==> config.mk <==
export PLATFORM = sky130hd
export DESIGN_NAME = uart_tx_fifo
export DESIGN_NICKNAME = d
export VERILOG_FILES = /design/src/rtl/uart_tx_fifo.sv
export SDC_FILE = /design/constraint.sdc
export NUM_CORES = 1
export LEC_CHECK = 0
export ABC_AREA = 1
export BUFFER_PORTS_ARGS = -buffer_cell sky130_fd_sc_hd__buf_2
export CORE_UTILIZATION = 30
export CTS_BUF_LIST = sky130_fd_sc_hd__clkbuf_2
export DETAILED_ROUTE_END_ITERATION = 8
export PLACE_DENSITY = 0.47
export SLEW_MARGIN = 40
export SYNTH_ARGS = -nofsm -noshare
export SYNTH_HDL_FRONTEND = slang
export SYNTH_SLANG_ARGS = --single-unit
==> constraint.sdc <==
create_clock -name Clk -period 4.3 [get_ports Clk]
set_clock_uncertainty 0.15 [all_clocks]
set_input_delay 0.43 -clock Clk [delete_from_list [all_inputs] [get_ports Clk]]
set_output_delay 0.43 -clock Clk [all_outputs]
set_load 0.005 [all_outputs]
==> src/rtl/uart_tx_fifo.sv <==
// Transmit FIFO plus drain controller: buffers host bytes and hands them one at a
// time to the UART transmitter through a Tx_Start / Tx_Busy handshake.
module uart_tx_fifo #(
  parameter int DATA_BITS  = 8,
  parameter int FIFO_DEPTH = 4
) (
  input  logic                                 Clk,
  input  logic                                 Rst,
  input  logic [DATA_BITS-1:0]                 Tx_Data,
  input  logic                                 Write_En,
  input  logic                                 Tx_Busy,
  output logic [DATA_BITS-1:0]                 Data_Out,
  output logic                                 Tx_Start,
  output logic                                 FIFO_Empty,
  output logic                                 FIFO_Full,
  output logic                                 FIFO_Overflow,
  output logic [$clog2(FIFO_DEPTH+1)-1:0]      Count,
  output logic [1:0]                           Dbg_State
);

  localparam int PW = $clog2(FIFO_DEPTH);
  localparam int CW = $clog2(FIFO_DEPTH+1);

  typedef enum logic [1:0] {
    IDLE      = 2'd0,
    START     = 2'd1,
    WAIT_BUSY = 2'd2,
    WAIT_DONE = 2'd3
  } state_t;

  state_t                 state_q, state_d;
  logic [DATA_BITS-1:0]   mem_q [FIFO_DEPTH];
  logic [PW-1:0]          wptr_q, wptr_d;
  logic [PW-1:0]          rptr_q, rptr_d;
  logic [CW-1:0]          count_q, count_d;
  logic                   empty_q, empty_d;
  logic                   full_q, full_d;
  logic                   ovf_q, ovf_d;
  logic [DATA_BITS-1:0]   data_out_q, data_out_d;
  logic                   tx_start_q, tx_start_d;
  logic                   pop;
  logic                   wr_acc;

  // Handshake: a character is handed over by a one-cycle Tx_Start with Data_Out
  // valid; the transmitter acknowledges by raising Tx_Busy (at most one cycle
  // later) and signals completion by dropping it. A pop is only issued from IDLE
  // when Tx_Busy is low, so a start is never issued into a busy transmitter.
  always_comb begin
    state_d    = state_q;
    pop        = 1'b0;
    tx_start_d = 1'b0;
    case (state_q)
      IDLE: begin
        if (!empty_q && !Tx_Busy) begin
          pop        = 1'b1;
          tx_start_d = 1'b1;
          state_d    = START;
        end
      end
      START:     state_d = WAIT_BUSY;
      WAIT_BUSY: if (Tx_Busy)  state_d = WAIT_DONE;
      WAIT_DONE: if (!Tx_Busy) state_d = IDLE;
      default:   state_d = IDLE;
    endcase
  end

  // Full is the pre-edge registered flag, so a write colliding with a pop while
  // full is dropped rather than squeezed in.
  always_comb begin
    wr_acc     = Write_En && !full_q;
    ovf_d      = ovf_q | (Write_En & full_q);
    wptr_d     = wr_acc ? wptr_q + 1'b1 : wptr_q;
    rptr_d     = pop ? rptr_q + 1'b1 : rptr_q;
    data_out_d = pop ? mem_q[rptr_q] : data_out_q;
    case ({wr_acc, pop})
      2'b10:   count_d = count_q + 1'b1;
      2'b01:   count_d = count_q - 1'b1;
      default: count_d = count_q;
    endcase
    empty_d = (count_d == '0);
    full_d  = (count_d == CW'(FIFO_DEPTH));
  end

  always_ff @(posedge Clk or posedge Rst) begin
    if (Rst) begin
      state_q    <= IDLE;
      wptr_q     <= '0;
      rptr_q     <= '0;
      count_q    <= '0;
      empty_q    <= 1'b1;
      full_q     <= 1'b0;
      ovf_q      <= 1'b0;
      data_out_q <= '0;
      tx_start_q <= 1'b0;
      for (int i = 0; i < FIFO_DEPTH; i++) begin
        mem_q[i] <= '0;
      end
    end else begin
      state_q    <= state_d;
      wptr_q     <= wptr_d;
      rptr_q     <= rptr_d;
      count_q    <= count_d;
      empty_q    <= empty_d;
      full_q     <= full_d;
      ovf_q      <= ovf_d;
      data_out_q <= data_out_d;
      tx_start_q <= tx_start_d;
      if (wr_acc) begin
        mem_q[wptr_q] <= Tx_Data;
      end
    end
  end

  assign Data_Out      = data_out_q;
  assign Tx_Start      = tx_start_q;
  assign FIFO_Empty    = empty_q;
  assign FIFO_Full     = full_q;
  assign FIFO_Overflow = ovf_q;
  assign Count         = count_q;
  assign Dbg_State     = state_q;

endmodule

## After elaboration in Yosys (flattened, before gate mapping)

Cells that the tools add are included.

- Bits in registers: 53
- Output and inout bits: 17

- Add/subtract/negate cells: 4
- Magnitude comparators: 3
- Eq/ne operators: 9
- Muxes and demuxes: 13
- Bitwise logic cells: 4
- Reductions and logical operators: 9

Operators with widths:

| cell | number |
|---|---|
| 32-bit bitwise mux | 1 |
| 8-bit two-way mux | 3 |
| 8-bit binary-select mux with 2-bit select | 1 |
| 8-bit demux with 2-bit select | 1 |
| 2-bit one-hot mux with 4 select lines | 1 |
| 2-bit == test, second input constant | 3 |
| 3-bit greater-or-equal comparator, second input constant | 2 |
| 2-bit two-way mux | 3 |
| 2-bit != test, second input constant | 3 |
| 2-bit inverter with 3-bit output | 2 |
| 3-bit one-hot mux with 2 select lines | 1 |
| 2-bit by 1-bit adder with 2-bit output, second input constant | 2 |
| 2-bit by 1-bit == test with 1-bit output, second input constant | 2 |
| 3-bit by 1-bit adder with 3-bit output, second input constant | 1 |
| 3-bit == test, second input constant | 1 |
| 1-bit logical AND | 3 |
| 1-bit zero test | 3 |
| 3-bit zero test | 1 |
| 3-bit by 1-bit < comparator with 1-bit output, second input constant | 1 |
| 3-bit AND reduction | 1 |
| 3-bit by 1-bit subtractor with 3-bit output, second input constant | 1 |
| 2-bit zero test | 1 |
| 1-bit two-way mux | 2 |
| 1-bit bitwise AND | 1 |
| 1-bit bitwise OR | 1 |

## Depth between registers and ports, before layout

Gate-level depths: netlist of the first run.

- Depth in word-level cells: 7
- Gate-level depth with buffers: 13
- Gate-level depth less buffers: 12

## Worst setup path before layout of the first run

OpenSTA, ideal clock, no wires.

- Kind: register to register
- Start point: register state_q[0] (netlist: Dbg_State[0])
- End point: register full_q (netlist: FIFO_Full)
- Library setup time: 0.077 ns
- Arrival: 1.923 ns
- Required time: 4.073 ns
- Slack: 2.149 ns
- Stages on the path, launching flop included: 11
- Buffers on the path: 1
- Path through: dfrtp_1 -> inv_1 -> ha_1 -> nand2_1 -> buf_2 -> inv_2 -> ha_1 -> fa_1 -> o21ai_1 -> nand2_1 -> a21oi_1

- Word-level cells in the longest chain between the ends: 5
- Elaborated cells on any way between the ends: 6
- Those cells by class: 3 x eq/ne; 2 x mux; 1 x reduce/logical

Ends and longest elaborated chain:

| what | RTL line | text |
|---|---|---|
| start, declared | 31 | `state_t state_q, state_d;` |
| start signal, assigned | 99 | `state_q <= state_d;` |
| 2-bit zero test (*) | 52 | `case (state_q)` |
| 1-bit two-way mux (*) | 52 |  |
| 2-bit by 1-bit == test with 1-bit output or 2-bit == test (tied branches) | 75 | `case ({wr_acc, pop})` |
| 3-bit one-hot mux with 2 select lines (*) | 75 |  |
| 3-bit == test (*) | 81 | `full_d = (count_d == CW'(FIFO_DEPTH));` |
| named net full_d | 37 | `logic full_q, full_d;` |
| end signal, assigned | 104 | `full_q <= full_d;` |
| end, declared | 37 |  |

Mark *: on every way through the listed nets, which the timed path passes. The rest lies on a longest branch.
A chain may end at the register's enable or synchronous reset.

## Worst setup path in the final report of the first run

- Start point: register state_q[1] (netlist: Dbg_State[1])
- End point: register full_q (netlist: FIFO_Full)

The elaborated chain is that of the path after synthesis.

==> results_dict.tcl, run 1 <==
set metrics [dict create \
    status "finished clean" \
    num_rows 33 \
    hpwlAfterDp_mm 3.547 \
    dieArea_mm2 0.009248 \
    postCtsSetupBuffers 0 \
    power.switching_uw 849.9 \
    ant_nets 0 \
    root_buffer "clkbuf_2" \
    grt_pass1_wl_mm 9.004 \
    area_delta_synth_final_pct 9.360 \
    reg2reg_depth 9 \
    dp_slack_ns 1.983 \
    multi_input_area_mm2 0.001032 \
    drc_errors 0 \
    cts_resized 0 \
    path_cells "inv_1 -> ha_1 -> nand2_1 -> inv_2 -> ha_1 -> fa_1 -> o21ai_1 -> nand2_1 -> a21oi_1" \
    io_buffers 28 \
    peakVddDrop_mv 0.1486 \
    p_leak_nw 1.637 \
    hold_path.class "in2reg" \
    die_x_um 96.17 \
    drive_gt1_share_pct 21.05 \
    cts_sinks 53 \
    pwr-share-seq_pct 45.5 \
    synth_flop_cell "dfrtp_1" \
    nNetsFinal 363 \
    tritoncts "built" \
    viasPerCell 4.217 \
    clockBufferDepth 2 \
    wl_per_cell_um 11.89 \
    core_area_mm2 0.008382 \
    syn_area_mm2 0.002660 \
    synth.avg_cell_area_um2 8.499 \
    r2r_slack_ns 1.97 \
    yosys-top-cells-count "nand2_1 (106), inv_1 (53), dfrtp_1 (52)" \
    p_comb_share_pct 44.4 \
    grt_setup_unrepaired "no" \
    powerDensity_mw_per_mm2 678.2 \
    period_needed_ns 2.327 \
    slew_headroom_pct 57.83 \
    ys_warn_count 0 \
    setup_violations 0 \
    tightest_slew_ns 0.6326 \
    cp_slowest_cell "dfrtp_1" \
    cp.buffers_inverters 2 \
    drt_iter0_markers 90 \
    synthCells 313 \
    clock_latency_ns 0.43 \
    die_h_um 96.17 \
    switching_share_pct 43.08 \
    synth_edf_count 0 \
    vias 1885 \
    synth_nets 335 \
    fillers 903 \
    first_pass_iters 4 \
    endpoint "FIFO_Full" \
    fin_ws_ns 1.973 \
    use_met2_pct 20.92 \
    critPathTopFamily "adder cells" \
    p_int_mw 1.123 \
    drt_wl_total_mm 5.314 \
    hold_buffers 1 \
    grt_busiest_layer "met2" \
    cp-end-kind "flop" \
    grtUsageMet1_pct 17.36 \
    clkPwrFrac_pct 10.0 \
    place_congestion 0.7106 \
    overflow 0 \
    grt_pass1_vias 1823 \
    hold_viol_final 0 \
    cts-buffers-inserted 5 \
    synth.top_cell.area_share_pct 48.92 \
    drv_slew 0 \
    finalSetupTns_ns 0 \
    start_util_pct 31.74 \
    critPathRequiredTime_ns 4.54 \
    r2r_start "Dbg_State[1]" \
    critical_path_class "reg2reg" \
    crit_start "Dbg_State[1]" \
    ioPinCount 29 \
    grt_max_degree 48 \
    synth.distinct_cells 24 \
    ys_seq_area_share_pct 49.91 \
    worstPathMaxFanout 11 \
    ff_latch_area_mm2 0.001328 \
    cp-start-kind "flop" \
    fmax_mhz 429.7 \
    antenna_found_initial 0 \
    r2r-end "FIFO_Full" \
    synth-async-reset-ratio_pct 100.0 \
    synth_seq_cells 53 \
    synth.most_common_cell "nand2_1" \
    yosysTopAreaCell "dfrtp_1" \
    antenna_cells 0 \
    worst-path-stages 9 \
    htree_num_levels 2 \
    synth_area_leaders "dfrtp_1 (49%), nand2_1 (15%), inv_1 (7.5%)" \
    grt_usage_pct 13.04 \
    cp_slowest_stage_delay_ns 0.47 \
    use_met3_pct 2.765 \
    max-cap-violations 0 \
    clkTransAtPathRegs_ns 0.25 \
    period_share_pct 54.13 \
    cp.arrival_ns 2.57 \
]
flip-flops by register name, indices dropped and copies added (netlist names):
| signal | cells |
|---|---|
| rptr_q | 2 |
| Count | 3 |
| FIFO_Overflow | 1 |
| FIFO_Empty | 1 |
| Dbg_State | 2 |
| Data_Out | 8 |
| FIFO_Full | 1 |
| Tx_Start | 1 |
| wptr_q | 2 |
| mem_q | 32 |
cell type report:
cell class / count / share of cell area (%)
Tap cell: 105 / 4.516
Clock inverter: 1 / 0.1290
Inverter: 59 / 7.613
Sequential cell: 53 / 45.63
Clock buffer: 7 / 1.204
Timing Repair Buffer: 30 / 5.419
Multi-Input combinational cell: 192 / 35.48
routing by layer:
metal	share of wire (%)	routed length, um
met5	0	0
met4	1.6	84
met3	3.4	183
met2	44	2347
met1	51	2698
placed cells by master (no fill, tap or decap), drive strengths merged:
master	netlist	routed
a21o	1	1
nand4	1	1
or2	1	1
xor2	3	3
ha	9	9
fa	1	1
o21ai	35	35
a21oi	1	1
o21a	1	1
inv	59	59
nand3	19	19
buf	9	29
clkbuf	0	7
dlygate4sd3	0	1
dfrtp	52	52
nor2	6	6
dfstp	1	1
nand2	114	114
clkinv	0	1
cells by family after synthesis:
| logic type | after synthesis | share of synthesized area (%) |
|---|---|---|
| buffers and inverters | 68 | 11.29 |
| XOR/XNOR | 3 | 0.9880 |
| flip-flops | 53 | 49.91 |
| AND/OR/NAND/NOR | 141 | 23.19 |
| adder cells (fa/ha/maj) | 10 | 4.986 |
| AO/OA/AOI/OAI | 38 | 9.642 |
power by group through the flow:
stage | sequential (mW) | combinational (mW) | clock (mW)
2_1_floorplan | 0.853 | 0.740 | 0
3_3_place_gp | 0.912 | 0.882 | 0
3_5_place_dp | 0.915 | 0.891 | 0
4_1_cts | 0.903 | 0.897 | 0.211
5_1_grt | 0.935 | 1.04 | 0.231
6_report | 0.898 | 0.877 | 0.198
how the worst min path moves through the flow:
stage	slack, ns	depth (start not counted)	end	from
5_1_grt	0.008	2	FIFO_Overflow	Write_En
3_3_place_gp	0.17	2	FIFO_Overflow	Rst
3_5_place_dp	0.18	2	FIFO_Overflow	Rst
2_1_floorplan	0.30	2	mem_q[10]	mem_q[10]
6_report	0.06	2	FIFO_Overflow	Write_En
4_1_cts	0.03	2	FIFO_Overflow	Write_En
worst reg2reg max path, cell delays in order, from the launching register on:
cell and delay (ns):
dfrtp_1 0.47, inv_1 0.08, ha_1 0.19, nand2_1 0.33
inv_2 0.05, ha_1 0.22, fa_1 0.43, o21ai_1 0.16
nand2_1 0.09, a21oi_1 0.11
metrics by stage:
stage,hold WS [ns],cell area (um^2),std cells,power (mW),util (%)
after CTS,0.03233,2909,447,2.011,34.71
after global placement,0.1730,2860,438,1.794,34.12
after detailed placement,0.1751,2860,438,1.805,34.12
final,0.05792,2909,447,1.973,34.71
after global routing,0.008251,2909,447,2.202,34.71
after floorplan,0.3050,2660,313,1.594,-
Note: power is estimated with default switching activity, not from simulation.
==> run 2: changes to the inputs <==
- PLACE_DENSITY: 0.47 -> 0.49
- clock period: 4.3 -> 2 ns (I/O delays scaled with it)
==> results_dict.tcl, run 2 (synthesis gave the netlist of run 1 again) <==
set metrics [dict create \
    tritoncts "built" \
    drc_errors 0 \
    powerDensity_mw_per_mm2 1426 \
    first_pass_iters 4 \
    cp_slowest_stage_delay_ns 0.60 \
    holdWs_ns 0.1282 \
    max-cap-violations 0 \
    cts-buffers-inserted 5 \
    die_h_um 96.17 \
    p_leak_nw 1.740 \
    critPathTopFamily "adder cells" \
    slew_headroom_pct 65.72 \
    place_area_mm2 0.002950 \
    critPathRequiredTime_ns 2.23 \
    setup_violations 1 \
    drv_slew 0 \
    critical_path_class "reg2reg" \
    drive_gt1_share_pct 25.97 \
    status "finished, violations left" \
    antenna_found_initial 0 \
    clockBufferDepth 2 \
    htree_num_levels 2 \
    root_buffer "clkbuf_2" \
    dp_slack_ns 0.03729 \
    hpwlAfterDp_mm 3.665 \
    num_rows 33 \
    io_buffers 28 \
    cts_sinks 53 \
    grt_pass1_wl_mm 9.335 \
    dp.cells 446 \
    fin_ws_ns -0.007729 \
    start_util_pct 31.74 \
    wl_per_cell_um 11.40 \
    cp-end-kind "flop" \
    grt_pass1_vias 1988 \
    die_x_um 96.17 \
    period_share_pct 100.4 \
    vias 1977 \
    instances_no_fill 467 \
    dieArea_mm2 0.009248 \
    cp.buffers_inverters 1 \
    tightest_slew_ns 0.5135 \
    final_cell_mix "nand2_1 (103), dfrtp_1 (52), inv_1 (50)" \
    final_area_mm2 0.003151 \
    path_cells "nor2_1 -> nand2_4 -> inv_4 -> ha_4 -> fa_2 -> o21ai_2 -> nand2_2 -> a21oi_2" \
    core_area_mm2 0.008382 \
    cp-start-kind "flop" \
    largest_reg_flops 32 \
    max_flop_register "mem_q" \
    area_delta_synth_final_pct 18.44 \
    hold_viol_final 0 \
    drt_iter0_markers 49 \
    place_congestion 0.7533 \
    violations "setup timing" \
    clock_latency_ns 0.45 \
    clkTransAtPathRegs_ns 0.27 \
    antenna_cells 0 \
    ant_nets 0 \
    peakVddDrop_mv 0.3981 \
    drt_wl_total_mm 5.322 \
    nNetsFinal 383 \
    viasPerCell 4.233 \
    final_common_cell "nand2_1" \
    fmax_mhz 498.1 \
    cp_slowest_cell "dfstp_2" \
    ioPinCount 29 \
    grt_usage_pct 13.38 \
    overflow 0 \
    grt_setup_unrepaired "yes" \
    period_needed_ns 2.008 \
    hold_path.class "in2async" \
    grt_max_degree 25 \
    cp.arrival_ns 2.24 \
    worstPathMaxFanout 3 \
]
## run 2: worst register-to-register path, delay by kind of cell, from the launching register on
kind / cells / cell delay, ns
compound gates: 2 / 0.31
fa+ha+maj: 2 / 0.63
buf+inv: 1 / 0.04
flops: 1 / 0.60
simple gates: 3 / 0.23
## run 2: path summary, 6_finish.rpt
path,startpoint,to,slack [ns],cells past startpoint
hold / removal,Rst,mem_q[15],0.13,3
min in group Clk,FIFO_Overflow,FIFO_Overflow,0.34,1
hold reg to reg,FIFO_Overflow,FIFO_Overflow,0.34,1
setup reg to reg,FIFO_Empty,FIFO_Full,-0.008,8
max in group asynchronous,Rst,Data_Out[3],1.04,4
setup / recovery,FIFO_Empty,FIFO_Full,-0.008,8
## run 2: final cells by class
class / instances / area (um^2)
fillers: 889 / 5231
flip-flops and latches: 53 / 1328
multi-input cells: 192 / 1082
repair buffers: 50 / 345.3
inverters: 59 / 224.0
well taps: 105 / 131.4
clock buffers: 6 / 30.03
clock inverters: 2 / 10.01
## run 2: stage by stage
| step | total power, mW | utilization [%] | setup TNS, ns |
|---|---|---|---|
| after floorplan | 3.458 | - | -0.02080 |
| after global placement | 3.941 | 35.20 | 0 |
| after detailed placement | 3.978 | 35.20 | 0 |
| after CTS | 4.448 | 37.04 | 0 |
| after global routing | 5.021 | 37.59 | -0.1576 |
| final | 4.491 | 37.59 | -0.007729 |
## run 2: what timing repair did
action | in CTS | in global routing
hold buffers | 11 | 0
endpoints found under the setup margin | 1 | 3
endpoints found under the hold margin | 88 | 0
gates resized for setup | 1 | 9
pin swaps | 1 | 6
setup buffers | 0 | 2
## run 2: metal layers
layer  up-vias  track usage [%]  part of all wire [%]
met2        24            21.75                    46
met1       897            17.62                    50
li1       1050                -                     -
met5         -                0                     0
met4         0            4.478                   1.5
met3         6            2.844                   2.8
## run 2: report_power, final
group	internal [mW]	switching (mW)	leakage, nW	total, mW
logic	0.927	1.26	1.05	2.19
clock network	0.0878	0.340	0.0327	0.428
registers	1.56	0.317	0.656	1.87
==> run 3: changes to the inputs <==
- PLACE_DENSITY: 0.49 -> 0.47
- clock period: 2 -> 2.41 ns (I/O delays scaled with it)
==> results_dict.tcl, run 3 (synthesis gave the netlist of run 1 again) <==
set metrics [dict create \
    crit_start "Dbg_State[0]" \
    io_buffers 28 \
    critPathTopFamily "adder cells" \
    path_cells "inv_1 -> ha_1 -> nand2_1 -> inv_2 -> ha_1 -> fa_1 -> o21ai_1 -> nand2_1 -> a21oi_1" \
    final_cell_mix "nand2_1 (106), dfrtp_1 (52), inv_1 (52)" \
    peakVddDrop_mv 0.2436 \
    fmax_mhz 464.5 \
    power.switching_mw 1.523 \
    grt_setup_unrepaired "no" \
    clock_latency_ns 0.43 \
    dieArea_mm2 0.009248 \
    drt_wl_total_mm 5.296 \
    hold_path.class "in2async" \
    cts_sinks 53 \
    grt_pass1_wl_mm 9.052 \
    grt_pass1_vias 1807 \
    cts_resized 0 \
    drive_gt1_share_pct 20.62 \
    first_pass_iters 4 \
    core_area_mm2 0.008382 \
    setup_violations 0 \
    ioPinCount 29 \
    antenna_found_initial 0 \
    hpwlAfterDp_mm 3.521 \
    wl_per_cell_um 11.54 \
    tritoncts "built" \
    cp.buffers_inverters 2 \
    p_comb_share_pct 46.4 \
    drt_iter0_markers 109 \
    overflow 0 \
    clkPwrFrac_pct 9.6 \
    pwr-share-seq_pct 43.9 \
    powerDensity_mw_per_mm2 1172 \
    critPathRequiredTime_ns 2.64 \
    largest_reg_flops 32 \
    r2r_start "Dbg_State[0]" \
    nNetsFinal 375 \
    root_buffer "clkbuf_2" \
    cp.arrival_ns 2.39 \
    ant_nets 0 \
    power_mw 3.544 \
    cp_slowest_stage_delay_ns 0.45 \
    p_int_mw 2.020 \
    die_x_um 96.17 \
    max-cap-violations 0 \
    slew_headroom_pct 53.97 \
    reg2reg_depth 9 \
    cp-end-kind "flop" \
    clockBufferDepth 2 \
    finalSetupTns_ns 0 \
    grt_usage_pct 13.06 \
    status "finished clean" \
    final_common_cell "nand2_1" \
    antenna_cells 0 \
    max_flop_register "mem_q" \
    num_rows 33 \
    die_h_um 96.17 \
    cp_slowest_cell "dfrtp_1" \
    clkTransAtPathRegs_ns 0.26 \
    area_delta_synth_final_pct 13.64 \
    switching_share_pct 42.99 \
    p_leak_nw 1.685 \
    period_share_pct 89.33 \
    viasPerCell 4.142 \
    place_area_mm2 0.002875 \
    hold_viol_final 0 \
    vias 1901 \
    endpoint "FIFO_Full" \
    r2r-end "FIFO_Full" \
    drc_errors 0 \
    start_util_pct 31.74 \
    final_area_mm2 0.003023 \
    worstPathMaxFanout 4 \
    drv_slew 0 \
    cp-start-kind "flop" \
    place_congestion 0.7719 \
    period_needed_ns 2.153 \
    htree_num_levels 2 \
    tightest_slew_ns 0.6905 \
    worst-path-stages 9 \
    cts-buffers-inserted 5 \
    critical_path_class "reg2reg" \
    r2r_slack_ns 0.26 \
    grt_max_degree 54 \
]
run 3: power groups by stage:
| stage | sequential (mW) | combinational (mW) | clock (mW) |
|---|---|---|---|
| after floorplan | 1.52 | 1.32 | 0 |
| after global placement | 1.58 | 1.64 | 0 |
| after CTS | 1.57 | 1.68 | 0.370 |
| after detailed placement | 1.59 | 1.65 | 0 |
| after global routing | 1.62 | 1.94 | 0.407 |
| final | 1.56 | 1.65 | 0.342 |
run 3: timing repair:
item	in CTS	in global routing
setup buffers	0	0
hold endpoints to repair	87	0
hold buffers	11	0
run 3: stage by stage:
| step | util [%] | instances | hold slack [ns] | setup WS (ns) |
|---|---|---|---|---|
| final | 36.07 | 459 | 0.3343 | 0.2571 |
| after global routing | 36.07 | 459 | 0.3585 | 0.06100 |
| after CTS | 36.07 | 459 | 0.3459 | 0.2645 |
| after detailed placement | 34.30 | 440 | 0.2903 | 0.3456 |
| after global placement | 34.30 | 440 | 0.2901 | 0.3360 |
| after floorplan | - | 313 | 0.2148 | 0.2593 |
run 3: area by class of cell:
| cell class | count | area [um^2] |
|---|---|---|
| clock buffer | 5 | 25.02 |
| clock inverter | 3 | 12.51 |
| fill | 917 | 5359 |
| inverter | 59 | 221.5 |
| multi-input combinational | 192 | 1032 |
| sequential | 53 | 1328 |
| tap | 105 | 131.4 |
| timing repair buffer | 42 | 272.8 |
run 3: worst min-delay path by stage:
stage	start	slack (ns)	to	cells after the start
5_1_grt	FIFO_Overflow	0.36	FIFO_Overflow	1
3_5_place_dp	FIFO_Overflow	0.29	FIFO_Overflow	1
2_1_floorplan	Write_En	0.21	FIFO_Overflow	1
4_1_cts	Rst	0.35	wptr_q[0]	4
6_report	Rst	0.33	FIFO_Overflow	4
3_3_place_gp	FIFO_Overflow	0.29	FIFO_Overflow	1
run 3: worst min-delay path: cells and delay by family:
| kind | cells | cell delay, ns |
|---|---|---|
| buffers and inverters | 4 | 1.22 |
run 3: metal layers:
layer	track usage (%)	wire length [um]
met4	4.478	79
met2	20.27	2276
met1	18.02	2733
met5	0	0
met3	2.686	206
